$ cat src/rtl/instr_fetch_unit.sv
// Instruction fetch stage.
// Holds the program counter, drives the combinational instruction ROM and
// captures the returned word into the IF/ID register consumed by decode.
// Handles downstream stall, branch/jump redirect and a sticky illegal-PC fault.
//
// Handshake: if_valid is the valid side of the IF/ID register and "!stall" is
// decode's ready. While stall is high the register contents and if_valid hold
// unchanged; a new word is captured only on a cycle with stall low. A redirect
// is a flush: it drops if_valid regardless of stall.
module instr_fetch_unit #(
    parameter logic [31:0] RESET_PC  = 32'h0000_0000,
    parameter logic [31:0] ROM_LIMIT = 32'd1020
) (
    input  logic        clk,
    input  logic        reset,
    input  logic        stall,
    input  logic        redirect_valid,
    input  logic [31:0] redirect_pc,
    output logic [31:0] rom_addr,
    output logic        rom_enable,
    input  logic [31:0] rom_data,
    output logic        if_valid,
    output logic [31:0] if_pc,
    output logic [31:0] if_instr,
    output logic        fetch_fault,
    output logic [1:0]  dbg_state
);

    typedef enum logic [1:0] {
        ST_WARMUP = 2'd0,
        ST_RUN    = 2'd1,
        ST_FAULT  = 2'd2
    } state_t;

    state_t      state_q, state_d;
    logic [31:0] pc_q, pc_d;
    logic        if_valid_q, if_valid_d;
    logic [31:0] if_pc_q, if_pc_d;
    logic [31:0] if_instr_q, if_instr_d;
    logic        fault_q, fault_d;

    // Per-cycle decisions shared by the next-state and datapath logic.
    logic pc_legal;
    logic redir_legal;
    logic take_redirect;
    logic do_fetch;
    logic raise_fault;
    logic clear_fault;

    // Legality of the current PC and of a redirect target: word aligned and
    // inside the ROM. The upper bound also keeps pc+4 from ever wrapping in RUN.
    always_comb begin
        pc_legal    = (pc_q[1:0] == 2'b00) && (pc_q <= ROM_LIMIT);
        redir_legal = (redirect_pc[1:0] == 2'b00) && (redirect_pc <= ROM_LIMIT);
    end

    // State register; reset forces WARMUP immediately so rom_enable drops with it.
    always_ff @(posedge clk or posedge reset) begin
        if (reset) begin
            state_q <= ST_WARMUP;
        end else begin
            state_q <= state_d;
        end
    end

    // Next-state logic: one warm-up cycle, then run until an illegal PC is fetched.
    always_comb begin
        state_d = state_q;
        case (state_q)
            ST_WARMUP: state_d = ST_RUN;
            ST_RUN: begin
                // Redirect and stall both pre-empt the legality check.
                if (!redirect_valid && !stall && !pc_legal) begin
                    state_d = ST_FAULT;
                end
            end
            ST_FAULT: begin
                if (redirect_valid && redir_legal) begin
                    state_d = ST_RUN;
                end
            end
            default: state_d = ST_WARMUP;
        endcase
    end

    // Output/decision logic: which action this cycle performs in the current state.
    always_comb begin
        take_redirect = 1'b0;
        do_fetch      = 1'b0;
        raise_fault   = 1'b0;
        clear_fault   = 1'b0;
        case (state_q)
            ST_RUN: begin
                if (redirect_valid) begin
                    take_redirect = 1'b1;
                end else if (stall) begin
                    // hold everything, ROM read suppressed
                end else if (!pc_legal) begin
                    raise_fault = 1'b1;
                end else begin
                    do_fetch = 1'b1;
                end
            end
            ST_FAULT: begin
                if (redirect_valid) begin
                    take_redirect = 1'b1;
                    clear_fault   = redir_legal;
                end
            end
            default: begin
                // warm-up: nothing is fetched
            end
        endcase
        rom_enable = do_fetch;
    end

    // Datapath next values: PC update and IF/ID register capture/flush.
    always_comb begin
        pc_d       = pc_q;
        if_valid_d = if_valid_q;
        if_pc_d    = if_pc_q;
        if_instr_d = if_instr_q;
        fault_d    = fault_q;

        if (take_redirect) begin
            // Flush: the word in IF/ID belongs to the abandoned path.
            pc_d       = redirect_pc;
            if_valid_d = 1'b0;
        end else if (do_fetch) begin
            pc_d       = pc_q + 32'd4;
            if_pc_d    = pc_q;
            if_instr_d = rom_data;
            if_valid_d = 1'b1;
        end else if (raise_fault) begin
            if_valid_d = 1'b0;
        end

        if (raise_fault) begin
            fault_d = 1'b1;
        end else if (clear_fault) begin
            fault_d = 1'b0;
        end

        // Nothing valid can sit in IF/ID outside RUN.
        if (state_q != ST_RUN) begin
            if_valid_d = 1'b0;
        end
    end

    // PC, IF/ID register and sticky fault flag, all cleared asynchronously.
    always_ff @(posedge clk or posedge reset) begin
        if (reset) begin
            pc_q       <= RESET_PC;
            if_valid_q <= 1'b0;
            if_pc_q    <= 32'h0;
            if_instr_q <= 32'h0;
            fault_q    <= 1'b0;
        end else begin
            pc_q       <= pc_d;
            if_valid_q <= if_valid_d;
            if_pc_q    <= if_pc_d;
            if_instr_q <= if_instr_d;
            fault_q    <= fault_d;
        end
    end

    // The ROM address always follows the PC; only rom_enable gates the read.
    always_comb begin
        rom_addr    = pc_q;
        if_valid    = if_valid_q;
        if_pc       = if_pc_q;
        if_instr    = if_instr_q;
        fetch_fault = fault_q;
        dbg_state   = state_q;
    end

endmodule

$ cat config.mk
export PLATFORM = sky130hd
export DESIGN_NAME = instr_fetch_unit
export DESIGN_NICKNAME = d
export VERILOG_FILES = /design/src/rtl/instr_fetch_unit.sv
export SDC_FILE = /design/constraint.sdc
export NUM_CORES = 1
export LEC_CHECK = 0
export CAP_MARGIN = 20
export CORE_MARGIN = 4
export CORE_UTILIZATION = 46
export CTS_CLUSTER_DIAMETER = 80
export CTS_CLUSTER_SIZE = 10
export DETAILED_ROUTE_END_ITERATION = 10
export GPL_TIMING_DRIVEN = 0
export PLACE_DENSITY_LB_ADDON = 0.05
export SLEW_MARGIN = 20
export SYNTH_ARGS = -nofsm -noshare
export SYNTH_HDL_FRONTEND = slang
export SYNTH_SLANG_ARGS = --single-unit
export TNS_END_PERCENT = 100
$ cat constraint.sdc
create_clock -name clk -period 4.5 [get_ports clk]
set_clock_uncertainty 0.1 [all_clocks]
set_input_delay 0.45 -clock clk [delete_from_list [all_inputs] [get_ports clk]]
set_output_delay 0.45 -clock clk [all_outputs]
set_load 0.03 [all_outputs]
==> metrics.txt, run 1 <==
placed cells 597; count of unresolved DRC violations after routing 0; number of non-filler instances in the completed layout 611; number of hold-slack violations in the final timing report 0; share of post-route cells with drive strength above 1 0.138; headroom to the max-slew limit 0.665; die span in y 101 microns; final number of max-transition violations 0; worst vdd rail ir drop 365 uV; final wirelength 10100 microns; hold-fix buffers at CTS 0; sum of net half-perimeters after detailed placement 7770 microns; Die Width 101 microns; post-synthesis sequential area ratio 0.631; Final Instance Area 6050 sq um; clock latency at the later pin of the worst-skew pair 0.34 ns; detailed-route wire length per cell 16.5 microns; worst-margin pin slew 0.503 ns; relative area change from synthesis to final layout 52.5%; DR iter-0 viols 78; met2 routed wirelength 4860 microns; Primary FF master, synth dfrtp_1; RSZ-0062 raised after global routing no; static leakage 2.82 nW; largest net degree at the start of global routing 62; Synth top cells by count 100 x dfrtp_1, 73 x nand2_1, 44 x mux2_2; FF+latch count, synth 100; initial core utilization 0.478; routed via count 3123; total clock buffers created by CTS 9; Clock Pin Slew Worst Setup and Hold Paths 0.10 ns; weighted congestion at the end of routability-driven global placement 0.862; synthesized netlist cell count 323; met3 routed WL 914 microns; min-delay worst type primary input to asynchronous set/reset pin; critical path startpoint category flip-flop; min Tclk post-route 3.64 ns; count of buffers from port buffering 168; run status completed; count of flip-flops with a built-in enable after synthesis 0; Synth area leader dfrtp_1; Post-synth ARST share 1.00; final worst-path setup slack 0.856 ns; CTS root buf clkbuf_8; n_diodes 0; Num Clock Sinks 100; required time worst endpoint 3.95 ns; largest driver fanout on the critical path 10; Achievable Freq 274 MHz; startpoint of the worst-slack reg-to-reg timing path rom_addr[22]; highest routing layer actually used met4; number of cell rows 33; r2r worst-path depth 5; remaining global-route overflow 0; number of max-cap violations 0; number of unique standard cell types used by synthesis 31; net count after synthesis 395; largest cells by area after synthesis dfrtp_1 63%, mux2_2 12%, nand2_1 6.9%, nor2b_1 3.8%, nor4_1 1.7%; initial antenna violation count 0; buffer count from post-CTS setup fixing 0; Setup violations, final 0; htree depth 3; clock tree from TritonCTS built; Placed Area 5810 sq um; Resized Gates After CTS 0; Crit Path Category flip-flop to output pin; post-synthesis cell area 3970 sq um; I/O pin count 169; core region area 8300 sq um; Final period util 0.810; synthesized area divided by synthesized cell count 12.3 sq um; placement-stage worst setup slack 1.22 ns; P per Cell Area 504 nW/um^2; Overall Global Routing Usage 0.209; most repeated cell in the gate-level netlist after synthesis dfrtp_1; wire length of the first global-routing pass 16800 microns; area of the die 10200 sq um; register-to-register setup slack 1.96 ns; proportion of netlist area held by the largest area contributor 0.631; critical path capture point type output pin; Via density 5.11; number of buffers on the longest clock path 2; number of nets with antenna violations after detailed routing 0; Pre-antenna DRT Iters 4; number of nets at the end of the flow 575; met1 wire length 4220 microns; Yosys Warn Count 0; number of global-route vias before repair 3373; destination of the worst register-to-register timing path if_instr[16]; data arrival time of the critical path 3.09 ns
-- power by group --
group / switching (mW) / internal, mW / leakage [nW] / total, mW
Sequential: 0.150 / 1.06 / 1.32 / 1.21
Combinational: 0.680 / 0.489 / 1.39 / 1.17
Clock: 0.288 / 0.380 / 0.118 / 0.668
Total: 1.12 / 1.93 / 2.82 / 3.05
-- state kept, by name (all words and copies together) (netlist names) --
register     count
if_instr        32
if_valid         1
if_pc           32
dbg_state        2
fetch_fault      1
rom_addr        32
-- cell usage in the layout (no fill, tap or decap) --
| cell type | count |
|---|---|
| clkdlybuf4s50_1 | 168 |
| dfrtp_1 | 100 |
| nand2_1 | 73 |
| mux2_2 | 44 |
| nor2b_1 | 24 |
| nor4_1 | 11 |
| clkbuf_8 | 10 |
| nor2_1 | 7 |
| buf_2 | 7 |
| a221o_1 | 5 |
| inv_1 | 5 |
| o21ai_0 | 5 |
| clkbuf_1 | 4 |
| and3_1 | 4 |
| ha_1 | 4 |
| and2_1 | 3 |
| a32oi_1 | 3 |
| nand3_1 | 3 |
| bufinv_16 | 3 |
| nand4_1 | 2 |
| buf_1 | 2 |
| a21o_1 | 2 |
| mux2i_1 | 2 |
| and3b_1 | 2 |
| nor3_4 | 1 |
| buf_6 | 1 |
| a22o_1 | 1 |
| nor3b_1 | 1 |
| inv_6 | 1 |
| nor4b_1 | 1 |
| nor3_1 | 1 |
| a21boi_0 | 1 |
| o32a_1 | 1 |
| a31o_2 | 1 |
| o2bb2ai_1 | 1 |
| clkinv_4 | 1 |
| buf_16 | 1 |
-- final cells by class --
class                      instances  area [sq um]
fill                             610          2250
multi-input combinational        203          1370
tap                              105           131
clock inverter                     4          98.8
buffer                            14          68.8
inverter                           6          27.5
sequential                       100          2500
timing repair buffer             169          1710
clock buffer                      10           138
-- metal layers --
| layer | GRT usage | up-vias |
|---|---|---|
| li1 | - | 1456 |
| met1 | 0.262 | 1531 |
| met2 | 0.354 | 128 |
| met3 | 0.0644 | 8 |
| met4 | 0.0518 | 0 |
| met5 | 0 | - |
-- kinds of logic (layout without fill, tap and decap cells) --
kind of cell    count (synthesis)  after routing  share of synthesized area
flops                         100            100                      0.631
fa+ha+maj                       4              4                     0.0126
buf+inv                        20            203                     0.0230
compound gates                 20             20                     0.0404
mux                            46             46                      0.130
simple gates                  133            133                      0.163
-- stage by stage --
step | util | power, mW | setup TNS [ns] | hold slack (ns)
global placement | 0.696 | 2.37 | -10.36 | 0.366
CTS | 0.729 | 3.08 | 0 | 0.375
finish | 0.729 | 3.05 | 0 | 0.373
floorplan | - | 1.87 | 0 | 0.455
global route | 0.729 | 3.22 | 0 | 0.379
detailed placement | 0.700 | 2.40 | 0 | 0.366
-- worst max-delay path: stages (launching register included) --
cell and delay (ns):
dfrtp_1 0.41, nor4_1 0.45, nand4_1 0.33, nor3_4 0.45, buf_6 0.20, buf_2 0.22
clkdlybuf4s50_1 0.71
-- worst max-delay path by stage --
stage	slack, ns	cells past startpoint	startpoint	to
finish	0.86	6	rom_addr[22]	rom_enable
global route	0.71	6	rom_addr[22]	rom_enable
CTS	0.83	6	rom_addr[22]	rom_enable
detailed placement	1.22	6	rom_addr[22]	rom_enable
global placement	-0.11	2	reset	if_pc[4]
floorplan	1.33	1	reset	dbg_state[0]
No activity file was read; power rests on OpenSTA's default activity.
==> run 2: changes to the inputs <==
CORE_UTILIZATION = 42   (was 46)
clock period = 3.5 ns   (was 4.5 ns; I/O delays follow)
==> metrics.txt, run 2 (same netlist as run 1, synthesis figures left out) <==
Die Width 105 microns; worst-margin pin slew 0.530 ns; number of nets with antenna violations after detailed routing 0; Crit Path Category flip-flop to output pin; run status completed; number of buffers on the longest clock path 2; final design utilization 0.654; Via density 4.95; critical path capture point type output pin; total stage count of the critical path 6; Achievable Freq 305 MHz; detailed-route wire length per cell 16.2 microns; r2r worst-path depth 6; min Tclk post-route 3.28 ns; Placed Area 5820 sq um; htree depth 3; largest net degree at the start of global routing 62; number of non-filler instances in the completed layout 620; required time worst endpoint 3.05 ns; register-to-register setup slack 1.08 ns; WP buf/inv 3; Final Instance Area 6010 sq um; Final period util 0.937; relative area change from synthesis to final layout 51.6%; final wirelength 10000 microns; Filler cells 745; DR iter-0 viols 65; hold-fix buffers at CTS 0; number of nets at the end of the flow 576; worst-path cell chain nor4_1, nand4_1, nor3_4, buf_6, buf_2, clkdlybuf4s50_1; static leakage 2.80 nW; remaining global-route overflow 0; critical path startpoint category flip-flop; Resized Gates After CTS 0; final number of max-transition violations 0; area of combinational cells with multiple inputs 1370 sq um; total clock buffers created by CTS 9; initial antenna violation count 0; headroom to the max-slew limit 0.647; worst vdd rail ir drop 457 uV; area of the die 11100 sq um; weighted congestion at the end of routability-driven global placement 0.813; placed cells 603; Crit path largest cell delay 0.70 ns; die span in y 105 microns; initial core utilization 0.431; RSZ-0062 raised after global routing no; count of buffers from port buffering 168; core region area 9200 sq um; n_diodes 0; Num Clock Sinks 100; share of post-route cells with drive strength above 1 0.141; number of max-cap violations 0; sum of net half-perimeters after detailed placement 7670 microns; I/O pin count 169; commonest non-fill, non-tap cell in the layout clkdlybuf4s50_1; area of all sequential standard cells 2500 sq um; CTS root buf clkbuf_8; Setup violations, final 0; accumulated negative setup slack 0 ns; number of global-route vias before repair 3186; count of unresolved DRC violations after routing 0; data arrival time of the critical path 2.83 ns; number of cell rows 35; number of hold-slack violations in the final timing report 0; largest driver fanout on the critical path 10; Pre-antenna DRT Iters 4; most used cells in the layout excluding fill and tap cells 168 x clkdlybuf4s50_1, 100 x dfrtp_1, 73 x nand2_1; clock tree from TritonCTS built; P per Cell Area 624 nW/um^2; wire length of the first global-routing pass 16500 microns; sum of internal, switching and leakage power 3.75 mW; critical path's top delay family buffers and inverters; min-delay worst type primary input to asynchronous set/reset pin; Clock Pin Slew Worst Setup and Hold Paths 0.10 ns; crit path max-delay cell type clkdlybuf4s50_1; Overall Global Routing Usage 0.187; clock latency at the later pin of the worst-skew pair 0.36 ns; routed via count 3068
==> run 2: worst paths after layout <==
kind                              startpoint      endpoint
worst max-delay path            rom_addr[22]    rom_enable
worst min-delay path                   reset  if_instr[24]
worst max register to register  rom_addr[22]  if_instr[20]
max in group asynchronous              reset  rom_addr[19]
min in group clk                 fetch_fault   fetch_fault
worst min register to register   fetch_fault   fetch_fault
==> run 2: what timing repair did <==
item | in CTS | in global routing
hold endpoints to repair | 0 | 0
buffers inserted | 1 | 0
setup endpoints to repair | 1 | 0
==> run 2: per-layer routing <==
layer / GRT usage / up-vias / wire, microns
li1: - / 1463 / -
met1: 0.247 / 1477 / 4420
met2: 0.296 / 118 / 4780
met3: 0.0531 / 10 / 705
met4: 0.0675 / 0 / 117
met5: 0 / - / 0
==> run 2: through the flow <==
stage,hold WS [ns],worst slack (ns)
finish,0.250,0.219
global route,0.266,0.0228
CTS,0.250,0.188
detailed placement,0.367,0.308
global placement,0.366,-1.08
floorplan,0.355,0.431
==> run 2: power breakdown <==
| part | internal [mW] | switching, mW |
|---|---|---|
| clock | 0.289 | 0.407 |
| combinational | 0.627 | 0.875 |
| sequential | 1.36 | 0.191 |
==> run 2: area by class of cell <==
cell class	count	share of cell area
repair buffers	170	0.286
multi-input cells	203	0.228
well taps	111	0.0231
plain buffers	14	0.0114
flip-flops and latches	100	0.416
inverters	6	0.00458
clock inverters	5	0.00729
clock buffers	11	0.0235
==> run 3: changes to the inputs <==
CTS_CLUSTER_DIAMETER = default   (was 80)
==> results of run 3 <==
Same layout as run 2: the final DEF is identical, and so are final timing and power.
==> variant 1: new RTL, flow settings as in run 2 <==
`if_instr_q` no longer has a reset.
--- a/src/rtl/instr_fetch_unit.sv
+++ b/src/rtl/instr_fetch_unit.sv
@@ -153,15 +153,17 @@
             pc_q       <= RESET_PC;
             if_valid_q <= 1'b0;
             if_pc_q    <= 32'h0;
-            if_instr_q <= 32'h0;
             fault_q    <= 1'b0;
         end else begin
             pc_q       <= pc_d;
             if_valid_q <= if_valid_d;
             if_pc_q    <= if_pc_d;
-            if_instr_q <= if_instr_d;
             fault_q    <= fault_d;
         end
+    end
+
+    always_ff @(posedge clk) begin
+        if_instr_q <= if_instr_d;
     end
 
     // The ROM address always follows the PC; only rom_enable gates the read.
Function: differs if reset is asserted again (counterexample within 4 cycles, from zero or initial values and one cycle with reset high); with reset held inactive, the same outputs for 4 cycles.
==> variant 1 against run 2 <==
Non-clock buffer count shrank 4; sequential cell count unchanged; worst hold slack lost 0.0091 ns; die area is 4.4% lower; total power up 0.70%; combinational power fell by 5%; count of clock-buffer cells in the layout increased by 2; design area shrank 3.1%; wire length shrank 4.5%; synthesized area is 4.7% lower; critical path type unchanged; setup slack improved by 0.48 ns; sequential share of layout area grew 4.1 points; highest routed layer unchanged.
==> variant 1: results (changes against run 2) <==
[logic_synthesis]
synth-async-reset-ratio_pct=68.0  ; -32 points
synthMuxAreaShare_pct=3.84  ; -9.2 points
ys_types=37  ; +19%
ys_warn_count=0  ; unchanged
synthXorXnorAreaFrac_pct=0  ; unchanged
synthFlopType=dfrtp_1
synth_nets=363  ; -8.1%
synthTopCellsByCount=75 x nand2_1, 68 x dfrtp_1, 32 x edfxtp_1
ys_seq_area_share_pct=70.5  ; +7.4 points
synth-compound-area-share_pct=4.47  ; +0.43 points
netlist_top_cells_area=dfrtp_1 45%, edfxtp_1 25%, nand2_1 7.5%, nor2b_1 4.0%, mux2_2 3.6%
synth_edf_count=32  ; +32
synth_fa_ha_area_share_pct=1.32  ; +0.063 points

[layout]
diodes=0  ; unchanged
nNetsFinal=543  ; -5.7%
drive_gt1_share_pct=8.40  ; -5.7 points
fillers=675  ; -9.4%

[grt]
grt_usage_pct=18.4  ; -0.37 points
grt_max_degree=42  ; -32%
antenna_found_initial=0  ; unchanged
grt_pass1_wl_um=14900  ; -9.8%

[clock_tree]
clk_latency_ns=0.36  ; about the same
cts_buffers=9  ; unchanged
cts_resized=0  ; unchanged
cts_max_level=3  ; unchanged
root_buffer=clkbuf_8
clockBufferDepth=2  ; unchanged
postCtsSetupBuffers=0  ; -1
clkTransAtPathRegs_ns=0.09

[routing]
firstDrtPassIters=4  ; unchanged
wl_per_cell_um=16.4  ; +1.4%
vias=2881  ; -6.1%
drtIter0Drc=89  ; +37%

[place]
port_buffers=168  ; unchanged
hpwlAfterDp_um=7320  ; -4.6%
gp_congestion=0.761  ; -6.4%
post-place-ws_ns=0.607  ; +0.299 ns

[setup_path]
critPathArrivalTime_ns=2.35  ; -0.48 ns
cpLargestDelayFamily=simple AND/OR/NAND/NOR gates
slowest_delay_ns=0.72  ; +0.02 ns
worstPathMaxFanout=5  ; -5
cp_slowest_cell=clkdlybuf4s50_1

[run_status]
status=complete, no violations

[worst_hold_path]
hold_path_class=in -> async

[sta]
worst_pin_slew_ns=0.854  ; +0.323 ns

[pwr]
ir_drop_v=0.000416  ; -9.1%
leakagePower_nw=2.49  ; -11%

## variant 1: cell count changes after synthesis, sizes merged, moves of 2 or more
cell           run 2  this run
a221o              5         3
dfrtp            100        68
mux2              44        12
edfxtp             0        32
nor2               7         9
clkbuf             4         6
buf               10         5
and3               4         2
nand2             73        75
## variant 1: cell type report
cell class	instances	area (µm²)	area share (%)
plain buffers	11	53.8	0.924
clock buffers	13	181	3.12
clock inverters	3	25.0	0.430
inverters	6	25.0	0.430
multi-input cells	174	1040	17.8
flip-flops and latches	100	2660	45.7
well taps	108	135	2.32
repair buffers	169	1700	29.2
## variant 1: routing by layer
| layer | track usage, % | wire [µm] | share of wire [%] |
|---|---|---|---|
| met5 | 0 | 0 | 0 |
| met4 | 7.57 | 147 | 1.5 |
| met3 | 5.89 | 931 | 9.7 |
| met2 | 28.7 | 4440 | 46 |
| met1 | 23.8 | 4060 | 42 |
## variant 1: worst reg2reg max path: cells and delay by family, from the launching register on
kind | cells | cell delay, ns
AO/OA/AOI/OAI | 1 | 0.16
buffers and inverters | 2 | 0.86
AND/OR/NAND/NOR | 4 | 1.15
flip-flops | 1 | 0.42
## variant 1: where the power goes
group	leakage (nW)	internal (W)	total, W	switching, W
logic	1.22	0.000596	0.00143	0.000833
registers	1.17	0.00140	0.00161	0.000205
clock network	0.101	0.000352	0.000744	0.000392
## variant 1: worst paths after layout
check	cells past startpoint	start	slack (ns)	end
worst min register to register	1	if_pc[27]	0.41	if_pc[27]
worst min-delay path	2	reset	0.24	if_pc[15]
min in group clk	1	if_pc[27]	0.41	if_pc[27]
max in group asynchronous	3	reset	2.52	rom_addr[11]
worst max-delay path	4	rom_addr[23]	0.70	rom_enable
worst max register to register	7	rom_addr[23]	0.71	rom_addr[6]
## variant 1: cells by family after synthesis
logic type               Yosys count
AO/OA/AOI/OAI                     22
adder cells (fa/ha/maj)            4
buffers and inverters             17
flip-flops                       100
multiplexers                      13
AND/OR/NAND/NOR                  135
## variant 1: stage by stage
| step | instance area [µm²] | power (W) | util (%) | instances |
|---|---|---|---|---|
| 5_1_grt | 5820 | 0.00401 | 66.8 | 584 |
| 3_5_place_dp | 5620 | 0.00307 | 64.4 | 568 |
| 3_3_place_gp | 5590 | 0.00303 | 64.1 | 567 |
| 2_1_floorplan | 3780 | 0.00241 | - | 291 |
| 4_1_cts | 5820 | 0.00382 | 66.8 | 584 |
| 6_report | 5820 | 0.00378 | 66.8 | 584 |
==> variant 2: new RTL, config.mk and constraints of run 2 <==
Without the edit above. `ROM_LIMIT`: 32'd1020 -> 32'd512.
--- a/src/rtl/instr_fetch_unit.sv
+++ b/src/rtl/instr_fetch_unit.sv
@@ -9,7 +9,7 @@
 // is a flush: it drops if_valid regardless of stall.
 module instr_fetch_unit #(
     parameter logic [31:0] RESET_PC  = 32'h0000_0000,
-    parameter logic [31:0] ROM_LIMIT = 32'd1020
+    parameter logic [31:0] ROM_LIMIT = 32'd512
 ) (
     input  logic        clk,
     input  logic        reset,
Function: changed (a bounded check fails within 4 cycles, from zero or initial values and one cycle with reset high).
==> variant 2 against run 2 <==
Synthesized cell count rose by 10%; via count rose by 7.7%; global-route usage shrank 0.28 points; total power rose by 2.1%; worst hold slack improved by 0.037 ns; design area up 3.6%; synthesized area is 4.8% higher; setup slack worse by 0.054 ns; wire length grew 2.8%; sequential cell count is the same; core utilization fell by 1.1 points; count of clock-buffer cells in the layout fell by 1.
==> variant 2: results (changes against run 2) <==
[grt]
grt_max_degree=53  ; -15%
grt_pass1_wl_um=16900  ; +2.3%
grt_usage_pct=18.5  ; -0.28 points
grt_pass1_vias=3409  ; +7.0%

[layout]
fillers=798  ; +7.1%
drive_gt1_share_pct=5.73  ; -8.4 points
nNetsFinal=609  ; +5.7%

[routing]
drtIter0Drc=91  ; +40%
wl_per_cell_um=15.3  ; -5.4%
routed_via_density=4.90  ; -0.97%

[logic_synthesis]
synthTopCellsByCount=100 x dfrtp_1, 87 x nand2_1, 36 x mux2_1
synth_nets=429  ; +8.6%
ys_types=39  ; +26%
netlist_top_cells_area=dfrtp_1 60%, mux2_1 9.8%, nand2_1 7.9%, and2_1 4.4%, nor4_1 2.4%
ys_seq_area_share_pct=60.2  ; -2.9 points

[sta]
worst_pin_slew_ns=0.588  ; +0.0577 ns

[pwr]
ir_drop_v=0.000394  ; -14%
leakagePower_nw=2.82  ; +0.89%

[clock_tree]
cts_max_level=3  ; unchanged
root_buffer=clkbuf_8
postCtsSetupBuffers=0  ; -1

[setup_path]
worstPathMaxFanout=8  ; -2

[run_status]
status=complete, no violations

[place]
gp_congestion=0.813  ; about the same
post-place-ws_ns=0.557  ; +0.249 ns
hpwlAfterDp_um=7940  ; +3.5%

[worst_hold_path]
hold_path_class=in -> async

[variant 2: cell count changes after synthesis, moves of 4 or more]
| cell | change |
|---|---|
| clkbuf_1 | +4 |
| nor4_1 | +5 |
| nor2b_1 | -22 |
| mux2_1 | +36 |
| and2_1 | +26 |
| nand2_1 | +14 |
| buf_2 | -7 |
| mux2_2 | -44 |
| o21ai_0 | +6 |
[variant 2: layout make-up]
| type | instances | share of cell area, % |
|---|---|---|
| Clock inverter | 6 | 0.864 |
| Inverter | 9 | 0.623 |
| Clock buffer | 10 | 2.21 |
| Tap cell | 133 | 2.67 |
| Sequential cell | 100 | 40.2 |
| Multi-Input combinational cell | 232 | 24.1 |
| Buffer | 15 | 1.93 |
| Timing Repair Buffer | 169 | 27.4 |
[variant 2: per-layer routing]
layer	routed length [µm]	vias up	track usage [%]
met2	4900	125	29.3
met3	913	7	6.48
met5	0	-	0
met1	4440	1602	24.5
li1	-	1569	-
met4	56	0	4.24
[variant 2: critical path, stage by stage, from the launching register on]
cell	delay (ns)
dfrtp_1	0.41
nor4_1	0.42
nand2_1	0.18
or3_1	0.39
buf_6	0.15
nor3_1	0.25
clkdlybuf4s50_1	0.74
[variant 2: logic make-up (layout without fill, tap and decap cells)]
group | count (synthesis) | in the layout | share of synthesized area (%)
and+or+nand+nor | 156 | 156 | 18.5
DFF | 100 | 100 | 60.2
muxes | 36 | 36 | 9.76
AOI/OAI and AO/OA | 35 | 35 | 6.26
buffers and inverters | 24 | 209 | 3.70
adders and majority gates | 5 | 5 | 1.51
[variant 2: worst max-delay path by stage]
| stage | endpoint | startpoint | slack, ns | cells after the start |
|---|---|---|---|---|
| 3_5_place_dp | rom_enable | rom_addr[19] | 0.56 | 6 |
| 2_1_floorplan | dbg_state[0] | reset | 0.43 | 1 |
| 3_3_place_gp | rom_addr[26] | reset | -1.05 | 2 |
| 4_1_cts | rom_enable | rom_addr[19] | 0.14 | 6 |
| 5_1_grt | rom_enable | rom_addr[15] | 0.04 | 6 |
| 6_report | rom_enable | rom_addr[19] | 0.16 | 6 |
[variant 2: where the power goes]
| part | switching [W] | internal (W) | total [W] | leakage, nW |
|---|---|---|---|---|
| registers | 0.000210 | 0.00136 | 0.00157 | 1.32 |
| logic | 0.000908 | 0.000644 | 0.00155 | 1.42 |
| clock network | 0.000417 | 0.000291 | 0.000708 | 0.0890 |
[variant 2: metrics by stage]
step	util (%)	total power, W	area [µm²]	TNS (ns)	cells
global route	64.3	0.00408	6230	0	674
finish	64.3	0.00383	6230	0	674
global placement	62.0	0.00312	6000	-104.70	657
CTS	64.3	0.00387	6230	0	674
floorplan	-	0.00246	4160	0	356
detailed placement	62.3	0.00315	6040	0	658
